<file path="src/rtl/spi_slave_regs_if.sv">
// SPI bus between an SPI master and the spi_slave_regs register block.
// The master drives sclk, cs (active low) and mosi; the slave drives miso.
interface spi_slave_regs_if;
  logic sclk;
  logic cs;
  logic mosi;
  logic miso;

  modport master (output sclk, output cs, output mosi, input miso);
  modport slave  (input sclk, input cs, input mosi, output miso);
endinterface

</file>
<file path="src/rtl/spi_slave_regs.sv">
// SPI mode-0 slave with a four-entry byte register file.
// Frame: command byte {rw, 5'bx, addr[1:0]} followed by one data byte.
// Registers 0..2 are read/write; register 3 is the read-only ID_BYTE.
// All SPI inputs are resynchronised into the clk domain before use.
module spi_slave_regs #(
  parameter int          SYNC_STAGES = 2,
  parameter logic [7:0]  ID_BYTE     = 8'hA5
) (
  input  logic                 clk,
  input  logic                 rst,
  spi_slave_regs_if.slave      spi,
  output logic [7:0]           rx_data,
  output logic                 rx_valid,
  output logic [31:0]          reg_out,
  output logic                 frame_err
);

  typedef enum logic [1:0] {IDLE, CMD, DATA, DONE} state_t;

  // Synchroniser chains; fill_q marks when the chains hold sampled data
  // rather than their reset values.
  logic [SYNC_STAGES-1:0] sclk_sync_q, cs_sync_q, mosi_sync_q, fill_q;
  logic                   sclk_s, cs_s, mosi_s, sync_live;
  logic                   sclk_d1_q, cs_d1_q;
  logic                   sclk_rise, sclk_fall, cs_fall;

  state_t      state_q, state_d;
  logic [2:0]  bit_cnt_q, bit_cnt_d;
  logic        armed_q, armed_d;
  logic        miso_q, miso_d;
  logic [7:0]  rx_data_q, rx_data_d;
  logic        rx_valid_q, rx_valid_d;
  logic        frame_err_q, frame_err_d;
  logic [7:0]  regs_q [3];
  logic [7:0]  regs_d [3];

  logic [7:0]  shift_q, shift_d, shift_next;
  logic [7:0]  tx_q, tx_d;
  logic        rw_q, rw_d;
  logic [1:0]  addr_q, addr_d;
  logic        first_fall_q, first_fall_d;

  // Register 3 is a constant; the others come from the register file.
  function automatic logic [7:0] read_reg(input logic [1:0] a,
                                          input logic [7:0] r0,
                                          input logic [7:0] r1,
                                          input logic [7:0] r2);
    case (a)
      2'd0:    read_reg = r0;
      2'd1:    read_reg = r1;
      2'd2:    read_reg = r2;
      default: read_reg = ID_BYTE;
    endcase
  endfunction

  assign sclk_s     = sclk_sync_q[SYNC_STAGES-1];
  assign cs_s       = cs_sync_q[SYNC_STAGES-1];
  assign mosi_s     = mosi_sync_q[SYNC_STAGES-1];
  assign sync_live  = fill_q[SYNC_STAGES-1];
  assign sclk_rise  = sclk_s & ~sclk_d1_q;
  assign sclk_fall  = ~sclk_s & sclk_d1_q;
  assign cs_fall    = cs_d1_q & ~cs_s;
  assign shift_next = {shift_q[6:0], mosi_s};

  assign spi.miso  = miso_q;
  assign rx_data   = rx_data_q;
  assign rx_valid  = rx_valid_q;
  assign frame_err = frame_err_q;
  assign reg_out   = {ID_BYTE, regs_q[2], regs_q[1], regs_q[0]};

  // Synchronisers, edge-detect delays and all control state.
  always_ff @(posedge clk) begin
    if (rst) begin
      sclk_sync_q <= '0;
      cs_sync_q   <= '1;
      mosi_sync_q <= '0;
      fill_q      <= '0;
      sclk_d1_q   <= 1'b0;
      cs_d1_q     <= 1'b1;
      state_q     <= IDLE;
      bit_cnt_q   <= 3'd0;
      armed_q     <= 1'b0;
      miso_q      <= 1'b0;
      rx_data_q   <= 8'h00;
      rx_valid_q  <= 1'b0;
      frame_err_q <= 1'b0;
      regs_q[0]   <= 8'h00;
      regs_q[1]   <= 8'h00;
      regs_q[2]   <= 8'h00;
    end else begin
      sclk_sync_q <= {sclk_sync_q[SYNC_STAGES-2:0], spi.sclk};
      cs_sync_q   <= {cs_sync_q[SYNC_STAGES-2:0], spi.cs};
      mosi_sync_q <= {mosi_sync_q[SYNC_STAGES-2:0], spi.mosi};
      fill_q      <= {fill_q[SYNC_STAGES-2:0], 1'b1};
      sclk_d1_q   <= sclk_s;
      cs_d1_q     <= cs_s;
      state_q     <= state_d;
      bit_cnt_q   <= bit_cnt_d;
      armed_q     <= armed_d;
      miso_q      <= miso_d;
      rx_data_q   <= rx_data_d;
      rx_valid_q  <= rx_valid_d;
      frame_err_q <= frame_err_d;
      regs_q      <= regs_d;
    end
  end

  // Datapath registers that are always loaded before they are consumed.
  always_ff @(posedge clk) begin
    shift_q      <= shift_d;
    tx_q         <= tx_d;
    rw_q         <= rw_d;
    addr_q       <= addr_d;
    first_fall_q <= first_fall_d;
  end

  // Frame sequencing: cs high overrides everything, then per-state edges.
  always_comb begin
    state_d      = state_q;
    bit_cnt_d    = bit_cnt_q;
    miso_d       = miso_q;
    rx_data_d    = rx_data_q;
    rx_valid_d   = 1'b0;
    frame_err_d  = frame_err_q;
    regs_d       = regs_q;
    shift_d      = shift_q;
    tx_d         = tx_q;
    rw_d         = rw_q;
    addr_d       = addr_q;
    first_fall_d = first_fall_q;
    // Reset-valued synchroniser contents must not count as "cs seen high".
    armed_d      = armed_q | (cs_s & sync_live);

    if (cs_s) begin
      // cs deasserted: abort any frame; a same-cycle sclk rise is dropped.
      state_d   = IDLE;
      bit_cnt_d = 3'd0;
      miso_d    = 1'b0;
      if (state_q == CMD || state_q == DATA)
        frame_err_d = 1'b1;
    end else begin
      case (state_q)
        IDLE: begin
          if (cs_fall && armed_q) begin
            state_d     = CMD;
            bit_cnt_d   = 3'd0;
            miso_d      = 1'b0;
            frame_err_d = 1'b0;
          end
        end
        CMD: begin
          if (sclk_rise) begin
            shift_d   = shift_next;
            bit_cnt_d = bit_cnt_q + 3'd1;
            if (bit_cnt_q == 3'd7) begin
              rw_d         = shift_next[7];
              addr_d       = shift_next[1:0];
              rx_valid_d   = 1'b1;
              rx_data_d    = shift_next;
              first_fall_d = 1'b1;
              state_d      = DATA;
            end
          end
        end
        DATA: begin
          if (sclk_rise) begin
            shift_d   = shift_next;
            bit_cnt_d = bit_cnt_q + 3'd1;
            if (bit_cnt_q == 3'd7) begin
              rx_valid_d = 1'b1;
              rx_data_d  = shift_next;
              miso_d     = 1'b0;
              state_d    = DONE;
              if (rw_q && addr_q != 2'd3)
                regs_d[addr_q] = shift_next;
            end
          end else if (sclk_fall) begin
            // First fall loads the read byte; later falls shift it out MSB first.
            if (first_fall_q) begin
              tx_d         = rw_q ? 8'h00
                                  : read_reg(addr_q, regs_q[0], regs_q[1], regs_q[2]);
              first_fall_d = 1'b0;
            end else begin
              tx_d = {tx_q[6:0], 1'b0};
            end
            miso_d = tx_d[7];
          end
        end
        DONE: begin
          if (sclk_rise)
            frame_err_d = 1'b1;
        end
        default: state_d = IDLE;
      endcase
    end
  end

endmodule
</file>
<file path="src/flat_wrapper.sv">
// flat-port wrapper written by rule: the top's interface ports become plain ports
module spi_slave_regs_flat 
#(
  parameter int          SYNC_STAGES = 2,
  parameter logic [7:0]  ID_BYTE     = 8'hA5
)
  (clk, rst, rx_data, rx_valid, reg_out, frame_err, spi_sclk, spi_cs, spi_mosi, spi_miso);
  spi_slave_regs_if spi_i ();
  input  logic clk;
  input  logic rst;
  output logic [7:0] rx_data;
  output logic rx_valid;
  output logic [31:0] reg_out;
  output logic frame_err;
  input wire logic [$bits(spi_i.sclk)-1:0] spi_sclk;
  input wire logic [$bits(spi_i.cs)-1:0] spi_cs;
  input wire logic [$bits(spi_i.mosi)-1:0] spi_mosi;
  output wire logic [$bits(spi_i.miso)-1:0] spi_miso;
  assign spi_i.sclk = spi_sclk;
  assign spi_i.cs = spi_cs;
  assign spi_i.mosi = spi_mosi;
  assign spi_miso = spi_i.miso;
  spi_slave_regs #(.SYNC_STAGES(SYNC_STAGES), .ID_BYTE(ID_BYTE)) u_core (.clk(clk), .rst(rst), .spi(spi_i), .rx_data(rx_data), .rx_valid(rx_valid), .reg_out(reg_out), .frame_err(frame_err));
endmodule
</file>
<file path="config.mk">
export PLATFORM = sky130hd
export DESIGN_NAME = spi_slave_regs_flat
export DESIGN_NICKNAME = d
export VERILOG_FILES = /design/src/rtl/spi_slave_regs_if.sv /design/src/rtl/spi_slave_regs.sv /design/src/flat_wrapper.sv
export SDC_FILE = /design/constraint.sdc
export NUM_CORES = 1
export LEC_CHECK = 0
export CORE_MARGIN = 8
export CORE_UTILIZATION = 26
export CTS_CLUSTER_DIAMETER = 30
export DETAILED_ROUTE_END_ITERATION = 12
export GPL_TIMING_DRIVEN = 0
export HOLD_SLACK_MARGIN = 0.05
export PLACE_DENSITY = 0.43
export SLEW_MARGIN = 10
export SYNTH_ARGS = -nofsm -noshare
export SYNTH_HDL_FRONTEND = slang
export SYNTH_SLANG_ARGS = --single-unit
</file>
<file path="constraint.sdc">
create_clock -name clk -period 2.2 [get_ports clk]
set_input_delay 0.44 -clock clk [delete_from_list [all_inputs] [get_ports clk]]
set_output_delay 0.44 -clock clk [all_outputs]
set_load 0.05 [all_outputs]
</file>
Word-level counts from Yosys, hierarchy flattened
Cells that the tools add are included.

cells by class
  reductions and logical operators = 25
  equality and inequality tests = 20
  bitwise logic cells = 12
  mux-type cells = 31
  $add $sub $neg = 1
  $lt $le $gt $ge = 2

operator list
  operator              count
  $bwmux W24            1
  $mux W8               3
  $pmux W8 S3           1
  $reduce_and A4 Y1     5
  $demux W8 S2          1
  $mux W1               13
  $reduce_and A6 Y1     2
  $mux W2               5
  $ne A2 B1 Y1 const B  5
  $ne A2 B2 Y1 const B  5
  $ne A3 B1 Y1 const B  3
  $eq A2 B2 Y1 const B  3
  $mux W3               2
  $not A1 Y1            6
  $pmux W1 S2           3
  $pmux W2 S3           1
  $pmux W3 S2           1
  $reduce_and A3 Y1     2
  $reduce_bool A2 Y1    3
  $reduce_bool A3 Y1    2
  $reduce_or A2 Y1      3
  $reduce_and A5 Y1     1
  $and A1 B1 Y1         4
  $eq A2 B1 Y1 const B  2
  other kinds (11)      14

storage, ports and cells
  input port bits = 5
  word-level logic and storage cells = 114
  bits in registers = 69

Logic depth before layout (Yosys ltp)
  depth in word-level cells = 7
  gate-level depth with buffers = 7

Worst setup path after synthesis
No wires, ideal clock.

  kind = register -> register
  from = reg u_core.state_q[0]
  to = reg u_core.rx_data_q[0] (netlist: u_core.rx_data[0])
  required time = 2072 ps
  buffers on the path = 1
  slack = 390 ps
  clock period less this slack = 1810 ps
  arrival time = 1682 ps
  stages on the path, launching flop included = 8
  cell sequence = dfxtp_1 -> inv_1 -> ha_1 -> clkbuf_1 -> nand2b_1 -> nor2_2 -> mux2i_1 -> nor2_1

on the way
  cells in the longest elaborated chain, start to end = 3

RTL lines
  element                                              RTL line               RTL
  start: declaration                                   spi_slave_regs.sv:27   state_t state_q, state_d;
  start signal: assignment                             spi_slave_regs.sv:97   state_q <= state_d;
  $eq A2 B2 Y1 / $eq A2 B1 Y1 (equally long branches)  spi_slave_regs.sv:142  case (state_q)
  $reduce_or A2 Y1 (no line) *                         -
  $reduce_and A4 Y1 (no line) *                        -
  end signal: assignment                               spi_slave_regs.sv:101  rx_data_q <= rx_data_d;
  end: declaration                                     spi_slave_regs.sv:31   logic [7:0] rx_data_q, rx_data_d;

Mark *: on every way between the ends. The rest lies on a longest branch, timed or not.
A chain may end at the register's enable or synchronous reset.

Final worst setup path
  from = reg u_core.state_q[0]
  to = reg u_core.shift_q[0] (enable)

on the way
  cells in the longest elaborated chain, start to end = 3

RTL lines
  element                                              RTL line               RTL
  $eq A2 B2 Y1 / $eq A2 B1 Y1 (equally long branches)  spi_slave_regs.sv:142
  $reduce_or A2 Y1 (no line) *                         -
  $reduce_and A3 Y1 (no line) *                        -
  end signal: assignment                               spi_slave_regs.sv:110  shift_q <= shift_d;
  end: declaration                                     spi_slave_regs.sv:37   logic [7:0] shift_q, shift_d, shift_next;

Marks and branches as above.

==> results.sh <==
export IMPL_die_x_um=122
export IMPL_cts_htree_levels=3
export IMPL_max_cap_violations=0
export IMPL_slew_headroom_pct=58.0
export IMPL_postSynthRegisterBits=69
export IMPL_clk_latency_ns=0.35
export IMPL_holdBufCountCts=0
export IMPL_hold_viol_final=0
export IMPL_synth_area_leaders="sky130_fd_sc_hd__dfxtp_1, sky130_fd_sc_hd__edfxtp_1, sky130_fd_sc_hd__mux2i_1"
export IMPL_final_fill_count=1137
export IMPL_timing_worst_slew_pin_value_ns=0.627
export IMPL_cpLargestDelayFamily="simple AND/OR/NAND/NOR gates"
export IMPL_rsz0062_at_grt="false"
export IMPL_power_density_cell_area_nw_per_um2=626
export IMPL_comb_power_share_pct=3.6
export IMPL_reg2reg_slack_ns=0.17
export IMPL_clock_root_buffer="sky130_fd_sc_hd__clkbuf_8"
export IMPL_critical_path_startpoint="u_core.state_q[0]"
export IMPL_synth_largest_area_cell="sky130_fd_sc_hd__dfxtp_1"
export IMPL_syn_to_final_growth_pct=28.1
export IMPL_syn_inst=267
export IMPL_path_clk_slew_ns=0.08
export IMPL_grt_first_pass_wirelength_mm=11.3
export IMPL_tritoncts="built"
export IMPL_outcome="complete, no violations"
export IMPL_start_util_pct=26.7
export IMPL_io_pins=48
export IMPL_p_int_mw=1.74
export IMPL_max_clock_path_buffers=2
export IMPL_drt_pass1_iter_count=4
export IMPL_crit_buf_inv=2
export IMPL_post_route_drc_count=0
export IMPL_fraction_of_final_layout_cells_sized_beyond_drive_strength_1_pct=13.3
export IMPL_worstReg2RegEnd="u_core.shift_q[0]"
export IMPL_dr_first_iter_drc_count=87
export IMPL_finish_net_count=337
export IMPL_die_height_um=122
export IMPL_fp_coreArea_um2=10800
export IMPL_number_of_distinct_library_cells_after_synthesis=34
export IMPL_final_area_um2=3710
export IMPL_yosys_area_top_type_share_pct=35.3
export IMPL_critPathMaxStageDelay_ns=0.39
export IMPL_postLayoutCoreUtil_pct=34.2
export IMPL_worst_r2r_startpoint="u_core.state_q[0]"
export IMPL_final_period_utilization_pct=92.2
export IMPL_worst_r2r_path_depth=5
export IMPL_power_static_leakage_nw=1.34
export IMPL_critical_path_depth=5
export IMPL_port_buffers=38
export IMPL_max_fclk_mhz=493
export IMPL_globalRouteOverflowTotal=0
export IMPL_detail_route_wirelength_mm=7.20
export IMPL_hold_path_startpoint="u_core.cs_sync_q[0]"
export IMPL_n_antenna_cell=0
export IMPL_worst_ir_drop_vdd_mv=0.226
export IMPL_syn_avg_cell_area_um2=10.8
export IMPL_standard_cell_area_after_detailed_placement_um2=3470
export IMPL_switching_part_of_the_total_pct=25.1
export IMPL_critical_path_slowest_cell="sky130_fd_sc_hd__dfxtp_1"
export IMPL_crit_required_ns=2.20
export IMPL_fp_dieArea_um2=14800
export IMPL_groute_usage_overall_pct=10.2
export IMPL_cts_made_buffers=9
export IMPL_grt_pass1_vias=2028
export IMPL_grt_antenna_before_repair=0
export IMPL_share_clk_of_total_power_pct=40.1
export IMPL_seq_power_share_pct=56.3
export IMPL_finalWorstPathRequiredPeriod_ns=2.03
export IMPL_routed_wire_length_per_instance_um=15.3
export IMPL_finalMaxSlewViolations=0
export IMPL_post_synth_instance_area_um2=2890
export IMPL_seq_area_frac_synth_pct=54.0
export IMPL_timing_critical_path_arrival_ns=2.03
export IMPL_clock_skew_final_ns=0.00857
export IMPL_drt_antenna_violating_nets=0
export IMPL_rows=38
export IMPL_vias_per_cell=4.21
export IMPL_finalWeightedCongestion=0.696
export IMPL_cts_sink_count=69
export IMPL_switching_power_mw=0.582
export IMPL_grt_start_max_net_pins=14
export IMPL_synthesis_yosys_warnings=0
export IMPL_worstSetupEndpoint="u_core.shift_q[0]"
export IMPL_min_path_type="reg -> reg"
export IMPL_vias=1983
export IMPL_max_fo_critical_path=10
export IMPL_worst_setup_path_start_kind="flip-flop"
export IMPL_critical_path_endpoint_type="flip-flop"
export IMPL_timing_critical_path_cells="inv_1 -> ha_1 -> clkbuf_1 -> nand2b_1 -> nor2_2"
export IMPL_crit_type="reg -> reg"
export IMPL_setup_viol=0
export IMPL_dp_hpwl_mm=5.07
[worst min-delay path by stage]
stage	cells after the start	end	slack, ns
2_1_floorplan	1	u_core.cs_sync_q[1]	0.39
3_3_place_gp	1	u_core.cs_sync_q[1]	0.39
3_5_place_dp	1	u_core.cs_sync_q[1]	0.40
4_1_cts	1	u_core.cs_sync_q[1]	0.42
5_1_grt	1	u_core.cs_sync_q[1]	0.44
6_report	1	u_core.cs_sync_q[1]	0.41
[cell families after synthesis]
logic type               Yosys count  share of synthesized area (%)
AO/OA/AOI/OAI                     23                           5.53
AND/OR/NAND/NOR                   95                           18.0
flip-flops                        69                           54.0
multiplexers                      42                           14.6
buffers and inverters             30                           5.02
other                              2                          0.260
adder cells (fa/ha/maj)            6                           2.59
[per-stage QoR]
step / worst slack (ns) / power, mW / setup TNS (ns) / hold WS, ns / instances
6_report: 0.171 / 2.32 / 0 / 0.415 / 471
5_1_grt: 0.0000802 / 2.42 / 0 / 0.439 / 471
4_1_cts: 0.00744 / 2.36 / 0 / 0.422 / 467
3_5_place_dp: -0.0174 / 1.42 / -0.0492 / 0.401 / 451
3_3_place_gp: -0.0268 / 1.42 / -0.192 / 0.395 / 451
2_1_floorplan: 0.390 / 1.40 / 0 / 0.389 / 273
[timing repair]
action | 4_1_cts | 5_1_grt
resized for setup | 2 | 0
buffers inserted | 0 | 4
setup endpoints to repair | 8 | 25
pin swaps | 1 | 3
[cell type report]
class | instances | area [µm²] | share of cell area, %
flip-flops and latches | 69 | 1560 | 42.1
clock buffers | 9 | 124 | 3.34
multi-input cells | 174 | 1220 | 32.8
clock inverters | 7 | 48.8 | 1.32
repair buffers | 42 | 435 | 11.7
well taps | 140 | 175 | 4.72
inverters | 11 | 41.3 | 1.11
plain buffers | 19 | 104 | 2.80
[cell usage after synthesis]
master and n:
sky130_fd_sc_hd__nand3_1 1, sky130_fd_sc_hd__a21oi_1 6, sky130_fd_sc_hd__nor2_2 1, sky130_fd_sc_hd__edfxtp_1 18, sky130_fd_sc_hd__nand2b_1 5, sky130_fd_sc_hd__clkbuf_1 9
sky130_fd_sc_hd__nor2_1 53, sky130_fd_sc_hd__buf_4 8, sky130_fd_sc_hd__inv_1 11, sky130_fd_sc_hd__nor3_4 1, sky130_fd_sc_hd__nand2_1 2, sky130_fd_sc_hd__dfxtp_1 51
sky130_fd_sc_hd__a22oi_1 1, sky130_fd_sc_hd__conb_1 2, sky130_fd_sc_hd__o211ai_1 1, sky130_fd_sc_hd__or2_2 5, sky130_fd_sc_hd__and2_1 6, sky130_fd_sc_hd__a2111oi_0 2
sky130_fd_sc_hd__a211oi_1 6, sky130_fd_sc_hd__nor3_1 5, sky130_fd_sc_hd__o22ai_1 4, sky130_fd_sc_hd__ha_1 6, sky130_fd_sc_hd__nor3b_1 1, sky130_fd_sc_hd__buf_2 2
sky130_fd_sc_hd__nand3b_1 2, sky130_fd_sc_hd__mux2i_1 40, sky130_fd_sc_hd__a221oi_1 1, sky130_fd_sc_hd__a32o_1 1, sky130_fd_sc_hd__or2b_1 1, sky130_fd_sc_hd__nand3b_4 2
sky130_fd_sc_hd__nor4_4 2, sky130_fd_sc_hd__nor2b_1 8, sky130_fd_sc_hd__o32ai_1 1, sky130_fd_sc_hd__mux2_2 2
[registers in the layout (all words and copies together) (netlist names)]
signal,cells
u_core.bit_cnt_q,3
u_core.rx_valid,1
u_core.reg_out,24
u_core.shift_q,7
u_core.spi.miso,1
u_core.addr_q,2
u_core.rw_q,1
u_core.rx_data,8
u_core.frame_err,1
u_core.armed_q,1
u_core.cs_d1_q,1
u_core.sclk_d1_q,1
u_core.tx_q,7
u_core.sclk_sync_q,2
u_core.state_q,2
u_core.cs_sync_q,2
u_core.mosi_sync_q,2
u_core.first_fall_q,1
u_core.fill_q,2
[power groups by stage]
stage,combinational [mW],sequential [mW],clock [mW]
after detailed placement,0.0843,1.34,0
after CTS,0.0845,1.31,0.972
after global routing,0.0904,1.31,1.02
after global placement,0.0854,1.34,0
after floorplan,0.0664,1.34,0
final,0.0840,1.31,0.930
[cells in the final DEF, fill, tap and decap left out, types with 4 or more instances in the layout]
cell                               n
sky130_fd_sc_hd__or2_2             5
sky130_fd_sc_hd__and2_1            6
sky130_fd_sc_hd__a211oi_1          6
sky130_fd_sc_hd__o22ai_1           4
sky130_fd_sc_hd__mux2i_1          40
sky130_fd_sc_hd__dfxtp_1          51
sky130_fd_sc_hd__clkdlybuf4s50_1  38
sky130_fd_sc_hd__clkbuf_8          9
sky130_fd_sc_hd__conb_1            8
sky130_fd_sc_hd__nor3_1            5
sky130_fd_sc_hd__ha_1              6
sky130_fd_sc_hd__nand2b_1          5
sky130_fd_sc_hd__nor2b_1           8
sky130_fd_sc_hd__buf_4            10
sky130_fd_sc_hd__edfxtp_1         18
sky130_fd_sc_hd__a21oi_1           6
sky130_fd_sc_hd__nor2_1           52
sky130_fd_sc_hd__inv_1            11
sky130_fd_sc_hd__clkbuf_1          9
[per-layer routing]
layer	global-route usage, %	part of all wire [%]
met5	0	0
met4	5.63	2.3
met3	2.89	5.0
met2	14.8	43
met1	13.5	50
[worst register-to-register path, stage by stage (launching register included)]
cell	delay, ns
sky130_fd_sc_hd__dfxtp_1	0.39
sky130_fd_sc_hd__inv_1	0.08
sky130_fd_sc_hd__ha_1	0.27
sky130_fd_sc_hd__clkbuf_1	0.31
sky130_fd_sc_hd__nand2b_1	0.25
sky130_fd_sc_hd__nor2_2	0.39
Note: power is estimated with default switching activity, not from simulation.
